==> config.mk <==
export PLATFORM = sky130hd
export DESIGN_NAME = if_pipe_buffer
export DESIGN_NICKNAME = d
export VERILOG_FILES = /design/src/rtl/cpu_pipe_pkg.sv /design/src/rtl/if_pipe_buffer_mem.sv /design/src/rtl/if_pipe_buffer.sv
export SDC_FILE = /design/constraint.sdc
export NUM_CORES = 1
export LEC_CHECK = 0
export ABC_CLOCK_PERIOD_IN_PS = 4200
export CAP_MARGIN = 20
export CORE_MARGIN = 1
export CORE_UTILIZATION = 49
export CTS_BUF_LIST = sky130_fd_sc_hd__clkbuf_8
export DETAILED_ROUTE_END_ITERATION = 16
export PLACE_DENSITY = 0.78
export SETUP_SLACK_MARGIN = 0.15
export SLEW_MARGIN = 20
export SYNTH_ARGS = -nofsm -noshare
export SYNTH_HDL_FRONTEND = slang
export SYNTH_SLANG_ARGS = --single-unit
==> constraint.sdc <==
create_clock -name clk -period 4.2 [get_ports clk]
set_clock_uncertainty 0.1 [all_clocks]
set_input_delay 0.84 -clock clk [delete_from_list [all_inputs] [get_ports clk]]
set_output_delay 0.84 -clock clk [all_outputs]
set_load 0.005 [all_outputs]
==> src/rtl/cpu_pipe_pkg.sv <==
// Shared fetch-pipeline definitions: PC width, the {pc, data} entry layout and
// the width helper for occupancy counters.
package cpu_pipe_pkg;

  localparam int unsigned PC_W_C = 32;

  typedef struct packed {
    logic [PC_W_C-1:0] pc;
    logic [0:0]        data;
  } if_entry_t;

  // Bits needed to hold an occupancy value from 0 to depth inclusive
  function automatic int unsigned cnt_width(input int unsigned depth);
    return $clog2(depth + 1);
  endfunction

endpackage

==> src/rtl/if_pipe_buffer_mem.sv <==
// Entry storage for if_pipe_buffer: DEPTH x W register array, one synchronous
// write port and one asynchronous read port. Contents are deliberately not
// reset; validity is tracked by the owner's occupancy count.
module if_pipe_buffer_mem #(
  parameter int unsigned DEPTH = 2,
  parameter int unsigned W     = 33,
  parameter int unsigned AW    = $clog2(DEPTH)
) (
  input  logic          clk,
  input  logic          we,
  input  logic [AW-1:0] waddr,
  input  logic [W-1:0]  wdata,
  input  logic [AW-1:0] raddr,
  output logic [W-1:0]  rdata
);

  logic [W-1:0] mem_q [DEPTH];

  // Write port
  always_ff @(posedge clk) begin
    if (we) mem_q[waddr] <= wdata;
  end

  assign rdata = mem_q[raddr];

endmodule

==> src/rtl/if_pipe_buffer.sv <==
// Elastic fetch buffer between IF0 (PC generation) and IF1 (ICache return).
// Strict FIFO of {pc, data} with valid/ready on both sides and a flush that
// kills everything in flight. in_ready depends only on registered occupancy.
// Optional build macro IF_PIPE_BYPASS_EN: when empty, an incoming entry is
// presented on the output in the same cycle and is not stored if taken.
module if_pipe_buffer
  import cpu_pipe_pkg::*;
#(
  parameter int unsigned PC_W   = PC_W_C,
  parameter int unsigned DATA_W = 1,
  parameter int unsigned DEPTH  = 2
) (
  input  logic                        clk,
  input  logic                        rst_n,
  input  logic                        flush,
  input  logic                        in_valid,
  output logic                        in_ready,
  input  logic [PC_W-1:0]             in_pc,
  input  logic [DATA_W-1:0]           in_data,
  output logic                        out_valid,
  input  logic                        out_ready,
  output logic [PC_W-1:0]             out_pc,
  output logic [DATA_W-1:0]           out_data,
  output logic [cnt_width(DEPTH)-1:0] count
);

  localparam int unsigned PTR_W = $clog2(DEPTH);
  localparam int unsigned CNT_W = cnt_width(DEPTH);
  localparam int unsigned W     = PC_W + DATA_W;
  localparam logic [CNT_W-1:0] FULL_CNT = CNT_W'(DEPTH);

  logic [PTR_W-1:0] rd_ptr_q, rd_ptr_d;
  logic [PTR_W-1:0] wr_ptr_q, wr_ptr_d;
  logic [CNT_W-1:0] count_q, count_d;
  logic [W-1:0]     head_entry;
  logic             head_vld;
  logic             byp_vld;
  logic             byp_take;
  logic             push;
  logic             pop;

  assign head_vld = (count_q != '0);
  assign in_ready = (count_q != FULL_CNT);
  assign count    = count_q;

`ifdef IF_PIPE_BYPASS_EN
  assign byp_vld  = (count_q == '0) & in_valid & ~flush;
`else
  assign byp_vld  = 1'b0;
`endif
  // A bypassed entry taken downstream in the same cycle never lands in storage
  assign byp_take = byp_vld & out_ready;

  assign out_valid = head_vld | byp_vld;
  assign push      = in_valid & in_ready & ~flush & ~byp_take;
  assign pop       = head_vld & out_ready & ~flush;

  if_pipe_buffer_mem #(
    .DEPTH (DEPTH),
    .W     (W),
    .AW    (PTR_W)
  ) u_mem (
    .clk   (clk),
    .we    (push),
    .waddr (wr_ptr_q),
    .wdata ({in_pc, in_data}),
    .raddr (rd_ptr_q),
    .rdata (head_entry)
  );

  // Output mux: stored head first, then bypass path, otherwise zero
  always_comb begin
    out_pc   = '0;
    out_data = '0;
    if (head_vld) begin
      {out_pc, out_data} = head_entry;
    end else if (byp_vld) begin
      out_pc   = in_pc;
      out_data = in_data;
    end
  end

  // Next pointer/occupancy; flush wins over push and pop
  always_comb begin
    rd_ptr_d = rd_ptr_q;
    wr_ptr_d = wr_ptr_q;
    count_d  = count_q;
    if (flush) begin
      rd_ptr_d = '0;
      wr_ptr_d = '0;
      count_d  = '0;
    end else begin
      if (push) wr_ptr_d = wr_ptr_q + PTR_W'(1);
      if (pop)  rd_ptr_d = rd_ptr_q + PTR_W'(1);
      if (push && !pop)      count_d = count_q + CNT_W'(1);
      else if (pop && !push) count_d = count_q - CNT_W'(1);
    end
  end

  // State registers
  always_ff @(posedge clk or negedge rst_n) begin
    if (!rst_n) begin
      rd_ptr_q <= '0;
      wr_ptr_q <= '0;
      count_q  <= '0;
    end else begin
      rd_ptr_q <= rd_ptr_d;
      wr_ptr_q <= wr_ptr_d;
      count_q  <= count_d;
    end
  end

endmodule

**Word-level counts from Yosys, hierarchy flattened**

Memories as Yosys holds them, arrays and structs flattened.
Index checks and enable logic that the tools add are counted.

- Bits in registers: 4
- Latch bits: 0
- Bits in writable memories: 66
- Memory bits (read-only): 0
- Bits of input ports: 38
- Output and inout port bits: 37
- Word-level logic and storage cells: 33
- Memories: 1

Memories:

| name | words | width | read ports | clocked after Yosys merged registers in | wr ports | RTL line | RTL |
|---|---|---|---|---|---|---|---|
| u_mem.mem_q | 2 | 33 | 1 | 0 | 1 | if_pipe_buffer_mem.sv:17 | `logic [W-1:0] mem_q [DEPTH];` |

- Add/subtract/negate cells: 4
- Multiply operators: 0
- Divide/modulo/power cells: 0
- $lt $le $gt $ge: 0
- Equal/unequal tests: 1
- Shift operators: 0
- Muxes and demuxes: 11
- Bitwise gates (word level): 5
- Reductions and logical operators: 8

Operators with widths:

| operator | number |
|---|---|
| 2-to-1 mux 32 bit | 1 |
| 2-to-1 mux 1 bit | 7 |
| 2-to-1 mux 2 bit | 3 |
| nonzero test 2 bit | 3 |
| AND 1 bit | 4 |
| nonzero test 3 bit | 1 |
| adder 1 bit (second input constant) | 2 |
| adder 2 x 1 -> 2 bit (second input constant) | 1 |
| logical AND 1 bit | 2 |
| zero test 1 bit | 2 |
| inequality test 2 bit (second input constant) | 1 |
| subtractor 2 x 1 -> 2 bit (second input constant) | 1 |
| NOT 1 bit | 1 |

**Depth between registers and ports, before layout**

Gate-level depths: netlist of run 1.

- Depth after elaboration: 8
- Gate-level depth with buffers: 4
- Depth with buffers taken out: 4

**Cells and area by module**

From an unflattened synthesis of run 1, not the netlist that was laid out.

- Cell total of the unflattened synthesis: 166
- Area, all modules: 2995.4 µm²

By module, submodules not included:

| module | times used | cells an instance | area an instance (µm²) | seq. area each (µm²) |
|---|---|---|---|---|
| if_pipe_buffer_mem | 1 | 105 | 2549.9 | 1981.9 |
| if_pipe_buffer | 1 | 61 | 445.4 | 100.1 |

**Least setup slack after synthesis of run 1**

Ideal clock, no wire load.

- Kind: input -> register
- Start point: input port in_valid
- End point: memory u_mem.mem_q[1][0], enable pin
- Setup time: 471 ps
- Arrival time: 3358 ps
- Data required time: 3629 ps
- Path slack: 270 ps
- Cell stages on the path: 2
- Path buffers: 0
- Cells stage by stage: nand2_1 nor3b_1

- Cells in the longest elaborated chain, start to end: 4

RTL lines:

| what | RTL line | RTL |
|---|---|---|
| from (decl) | if_pipe_buffer.sv:16 | `input logic in_valid,` |
| AND 1 bit (2 in series) | if_pipe_buffer.sv:55 | `assign push = in_valid & in_ready & ~flush & ~byp_take;` |
| 2-to-1 mux 1 bit | if_pipe_buffer_mem.sv:21 | `if (we) mem_q[waddr] <= wdata;` |
| 2-to-1 mux 1 bit (implied by the code) | if_pipe_buffer_mem.sv:21 |  |
| to (decl) | if_pipe_buffer_mem.sv:17 |  |

No other way between the ends.

**Worst setup path after layout of run 1**

- Start point: register rd_ptr_q
- End point: output port out_pc[11]

- Cells in the longest elaborated chain, start to end: 2

RTL lines:

| what | RTL line | RTL |
|---|---|---|
| from (decl) | if_pipe_buffer.sv:32 | `logic [PTR_W-1:0] rd_ptr_q, rd_ptr_d;` |
| from (signal assigned) | if_pipe_buffer.sv:107 | `rd_ptr_q <= rd_ptr_d;` |
| memory read (2 x 33 bit) | -- |  |
| 2-to-1 mux 32 bit | if_pipe_buffer.sv:75 | `if (head_vld) begin` |
| to (decl) | if_pipe_buffer.sv:22 | `output logic [PC_W-1:0] out_pc,` |

No other way between the ends.

==> flow_metrics.tcl, run 1 <==
set metrics [dict create \
    setup_viol 0 \
    max_stage_delay_ns 1.04 \
    tightestPinTransition_ns 1.012 \
    clock_latency_ns 0.33 \
    antenna_found_initial 0 \
    synth_cell_type_count 21 \
    clockRootBuffer "clkbuf_8" \
    crit_type "register to output pin" \
    die_h_um 76.46 \
    run_status "finished clean" \
    cpLargestDelayFamily "flip-flops" \
    seq_power_share_pct 52.4 \
    worstHoldEndpoint "wr_ptr_q$_DFFE_PN0P_" \
    ctsHoldBuffers 0 \
    wl_per_cell_um 14.53 \
    die_w_um 76.46 \
    cts.sinks 70 \
    place.detailed.hpwl_um 2843 \
    cp_max_fo 34 \
    drt_iter0_drc 88 \
    period_share_pct 76.55 \
    startpoint_type "register" \
    finalHoldViolations 0 \
    r2r_slack_ns 2.31 \
    crit_buf_inv 1 \
    drc 0 \
    p_comb_share_pct 11.3 \
    worstRegToRegCells 5 \
    max_cap_viol_count 0 \
    viasPerCell 5.006 \
    initial_utilization_pct 51.86 \
    cp.arrival_ns 2.28 \
    grt_pass1_wl_um 7624 \
    rows 26 \
    die_area_um2 5845 \
    slew_violations 0 \
    layout_commonest_cell "clkdlybuf4s50_1" \
    holdPathStages 2 \
    cts_buffers 9 \
    gp_congestion 0.7207 \
    drive_gt1_share_pct 9.921 \
    postLayoutCellArea_um2 3749 \
    area_delta_synth_final_pct 38.00 \
    hp-start "wr_ptr_q$_DFFE_PN0P_" \
    finalSetupTns_ns 0 \
    yosysWarnings 0 \
    cts_resized 0 \
    num_io_pins 75 \
    hold_path.class "register to register" \
    syn_nets 204 \
    max-slew-margin-rel_pct 32.56 \
    rsz0062_at_grt "no" \
    layout_common_cells "74 x clkdlybuf4s50_1, 66 x edfxtp_1, 34 x mux2i_1, 34 x nor2_1, 9 x clkbuf_8" \
    vias 1612 \
    worstReg2RegStart "count[1]$_DFFE_PN0P_" \
    clkTransAtPathRegs_ns 0.07 \
    p_leak_nw 1.253 \
    h-tree-depth 3 \
    clk_path_buf_depth 2 \
    startpoint "rd_ptr_q$_DFFE_PN0P_" \
    portBuffers 74 \
    avgSynthCellArea_um2 16.36 \
    period_needed_ns 3.215 \
    cts_tree "yes" \
    fmax_mhz 311.0 \
    peakVddDrop_mv 0.3824 \
    cp.required_ns 3.26 \
    diodes 0 \
    synth-seq-cells 70 \
    path_cells "mux2i_1, nor2_1, clkdlybuf4s50_1" \
    report.power.total_mw 1.555 \
    core-area_um2 5238 \
    synth_seq_area_share_pct 76.65 \
    nNetsFinal 285 \
    track_usage_pct 17.71 \
    end_kind "output pin" \
    synthCells 166 \
    n_fill_cell 364 \
    pwr-share-clk_pct 36.2 \
    grt_max_degree 35 \
    grt.overflow.total 0 \
    wl_um 4679 \
    slowest_stage "dfrtp_2" \
    post-cts-setup-buffer-count 0 \
    placed_area_um2 3536 \
    power_switching_uw 323.4 \
    sw_frac_of_total_pct 20.79 \
    ant_nets 0 \
    first_pass_iters 4 \
    internal_power_mw 1.232 \
    pwr_density_cell_nw_per_um2 414.9 \
    netlist_area_um2 2716 \
    grt_pass1_vias 1647 \
    r2r_end "u_mem.mem_q[1][6]$_DFFE_PP_" \
]
==> how the worst max path moves through the flow <==
| stage | cells after the start | end | slack [ns] |
|---|---|---|---|
| 2_1_floorplan | 2 | u_mem.mem_q[1][0]$_DFFE_PP_ | 0.27 |
| 3_3_place_gp | 3 | out_pc[0] | 1.35 |
| 3_5_place_dp | 3 | out_pc[31] | 1.36 |
| 4_1_cts | 3 | out_pc[11] | 0.94 |
| 5_1_grt | 3 | out_pc[11] | 0.87 |
| 6_report | 3 | out_pc[11] | 0.98 |
==> tightest hold or removal path: cells and delay by family (launching register included) <==
family	cells	cell delay (ns)
compound gates	2	0.14
flops	1	0.41
==> per-stage QoR <==
stage / utilization (%) / setup WS, ns / hold WS (ns) / instances
floorplan: - / 0.2704 / 0.4295 / 166
global placement: 67.51 / 1.355 / 0.4707 / 306
detailed placement: 67.51 / 1.360 / 0.4787 / 306
CTS: 71.57 / 0.9435 / 0.4914 / 322
global route: 71.57 / 0.8660 / 0.5558 / 322
finish: 71.57 / 0.9850 / 0.4949 / 322
==> cell type report <==
class,count,area (um^2),share of cell area (%)
multi-input cells,86,590.6,15.75
clock inverters,7,88.84,2.370
inverters,3,11.26,0.3004
repair buffers,77,763.2,20.36
well taps,70,87.58,2.336
flip-flops and latches,70,2083,55.57
clock buffers,9,123.9,3.304
==> cell families (layout without fill, tap and decap cells) <==
kind of cell	after synthesis	after routing	synth area share, %
flip-flops	70	70	76.65
AO/OA/AOI/OAI	8	8	1.658
XOR/XNOR	1	1	0.3225
multiplexers	34	34	12.53
AND/OR/NAND/NOR	43	43	6.863
buffers and inverters	10	96	1.981
==> metal layers <==
layer  global-route usage [%]  vias up  routed length [um]  share of wire [%]
met4                    10.19        0                  99                2.1
li1                         -      772                   -                  -
met1                    20.92      765                1945                 42
met5                        0        -                   0                  0
met3                    5.988       12                 312                6.7
met2                    28.29       63                2322                 50
==> synthesized netlist by cell type <==
cell	n	share of area (%)
mux2i_1	34	13
or2_2	1	0.23
dfrtp_1	4	3.7
a21oi_1	4	0.74
nand3b_1	1	0.28
nand2_1	1	0.14
or3_1	1	0.23
edfxtp_1	66	73
o21ai_0	2	0.37
nor3b_1	2	0.55
inv_2	1	0.14
inv_1	2	0.28
nor2_2	1	0.23
nor2b_2	1	0.32
a21o_1	1	0.28
buf_2	4	0.74
xor2_1	1	0.32
nor3_1	1	0.18
nor2_1	34	4.7
buf_4	3	0.83
o211ai_1	1	0.28
==> registers in the layout (all words and copies together) (netlist names) <==
| signal | flops |
|---|---|
| count | 2 |
| rd_ptr_q | 1 |
| u_mem.mem_q | 66 |
| wr_ptr_q | 1 |
==> power groups by stage <==
stage / registers [mW] / logic (mW) / clock network [mW]
3_3_place_gp: 0.830 / 0.176 / 0
4_1_cts: 0.816 / 0.179 / 0.579
2_1_floorplan: 0.816 / 0.0824 / 0
5_1_grt: 0.819 / 0.191 / 0.606
6_report: 0.816 / 0.176 / 0.564
3_5_place_dp: 0.831 / 0.177 / 0
Power figures use the tool's default switching activity.
==> run 2: changes to the inputs <==
- ABC_CLOCK_PERIOD_IN_PS: 4200 -> 3140
- clock period: 4.2 -> 3.14 ns (I/O delays scaled with it)
==> run 2 against run 1 <==
  * Register-to-register slack got worse by 1.1 ns
  * Sequential share of layout area fell by 1.2 points
  * Routed wire length up 5.7%
  * Cell count grew 0.31%
  * Sequential cell count did not move
  * Sequential power up 32%
  * Hold slack lost 0.10 ns
  * Setup slack got worse by 0.50 ns
  * Critical path depth increased by 1
  * Utilization rose by 1.5 points
  * Critical path type unchanged
==> flow_metrics.tcl, run 2 (synthesis results as in run 1) <==
set metrics [dict create \
    run_status "finished clean" \
    num_io_pins 75 \
    end_kind "output pin" \
    vias 1587 \
    max-slew-margin-rel_pct 70.41 \
    r2r_slack_ns 1.17 \
    drive_gt1_share_pct 10.28 \
    tightestPinTransition_ns 0.4438 \
    startpoint "rd_ptr_q$_DFFE_PN0P_" \
    clk_path_buf_depth 2 \
    cp.arrival_ns 1.92 \
    pwr_density_cell_nw_per_um2 590.1 \
    layout_common_cells "74 x clkdlybuf4s50_1, 66 x edfxtp_1, 34 x mux2i_1, 34 x nor2_1, 9 x clkbuf_8" \
    worstReg2RegStart "count[1]$_DFFE_PN0P_" \
    startpoint_type "register" \
    grt_pass1_vias 1634 \
    initial_utilization_pct 51.86 \
    diodes 0 \
    peakVddDrop_mv 0.5366 \
    die_h_um 76.46 \
    viasPerCell 4.913 \
    period_needed_ns 2.650 \
    slew_violations 0 \
    finalSetupTns_ns 0 \
    drc 0 \
    rsz0062_at_grt "no" \
    layout_commonest_cell "clkdlybuf4s50_1" \
    cts_resized 0 \
    largest_reg_flops 66 \
    pwr-share-clk_pct 40.9 \
    die_area_um2 5845 \
    r2r_end "u_mem.mem_q[1][20]$_DFFE_PP_" \
    track_usage_pct 17.98 \
    ctsHoldBuffers 0 \
    grt_pass1_wl_um 7790 \
    wl_per_cell_um 15.31 \
    crit_type "register to output pin" \
    hold_path.class "primary input to async pin" \
    place.detailed.hpwl_um 3089 \
    setup_viol 0 \
    internal_power_mw 1.814 \
    core-area_um2 5238 \
    die_w_um 76.46 \
    cts_buffers 9 \
    finalHoldViolations 0 \
    cp.required_ns 2.41 \
    cts_tree "yes" \
    ant_nets 0 \
    drt_iter0_drc 74 \
    area_delta_synth_final_pct 40.95 \
    gp_congestion 0.7353 \
    dp.cells 307 \
    power_switching_uw 445.1 \
    first_pass_iters 4 \
    h-tree-depth 3 \
    setup.worst_path.end "out_pc[17]" \
    cts.sinks 70 \
    clockRootBuffer "clkbuf_8" \
    fmax_mhz 377.3 \
    p_comb_share_pct 11.4 \
    antenna_found_initial 0 \
    grt.overflow.total 0 \
    grt_max_degree 35 \
    p_leak_nw 1.290 \
    sw_frac_of_total_pct 19.70 \
    max_cap_viol_count 0 \
    final_cells 323 \
    clkTransAtPathRegs_ns 0.07 \
    worstRegToRegCells 5 \
    portBuffers 74 \
    clock_latency_ns 0.34 \
    top_register "u_mem.mem_q" \
    nNetsFinal 286 \
    seq_power_share_pct 47.7 \
    cp_max_fo 26 \
    period_share_pct 84.40 \
    rows 26 \
    post-cts-setup-buffer-count 0 \
    wl_um 4944 \
]
-- run 2: stage by stage --
stage	setup slack (ns)	hold slack, ns	util [%]	cell area [um^2]	total power [mW]
detailed placement	0.6795	0.5352	68.13	3568	1.356
global route	0.3719	0.3913	73.10	3829	2.344
floorplan	0.4857	0.2324	-	2726	1.201
global placement	0.7232	0.5111	68.13	3568	1.350
finish	0.4898	0.3906	73.10	3829	2.259
CTS	0.4549	0.3835	73.10	3829	2.281
-- run 2: worst min path at each step --
| stage | from | end | slack [ns] |
|---|---|---|---|
| final | rst_n | wr_ptr_q$_DFFE_PN0P_ | 0.39 |
| after global routing | rst_n | count[1]$_DFFE_PN0P_ | 0.39 |
| after CTS | rst_n | count[1]$_DFFE_PN0P_ | 0.38 |
| after detailed placement | wr_ptr_q$_DFFE_PN0P_ | wr_ptr_q$_DFFE_PN0P_ | 0.54 |
| after global placement | wr_ptr_q$_DFFE_PN0P_ | wr_ptr_q$_DFFE_PN0P_ | 0.51 |
| after floorplan | rst_n | count[0]$_DFFE_PN0P_ | 0.23 |
-- run 2: critical path: stages, from the launching register on --
cell             delay (ns)
dfrtp_2                0.54
buf_12                 0.26
mux2i_1                0.24
nor2_1                 0.08
clkdlybuf4s50_1        0.46
-- run 2: final cells by class --
class / instances / area [um^2]
tap: 70 / 87.58
multi-input combinational: 86 / 603.1
fill: 339 / 1409
sequential: 70 / 2083
clock inverter: 7 / 136.4
inverter: 3 / 11.26
timing repair buffer: 78 / 783.3
clock buffer: 9 / 123.9
-- run 2: power groups by stage --
stage	logic [mW]	registers [mW]	clock network, mW
final	0.257	1.08	0.924
after CTS	0.261	1.08	0.943
after detailed placement	0.258	1.10	0
after floorplan	0.111	1.09	0
after global placement	0.254	1.10	0
after global routing	0.279	1.08	0.985
-- run 2: per-layer routing --
layer  global-route usage [%]  wire, um
met1                    23.35      2226
met3                    4.072       203
met2                    28.74      2455
met4                    8.654        57
met5                        0         0
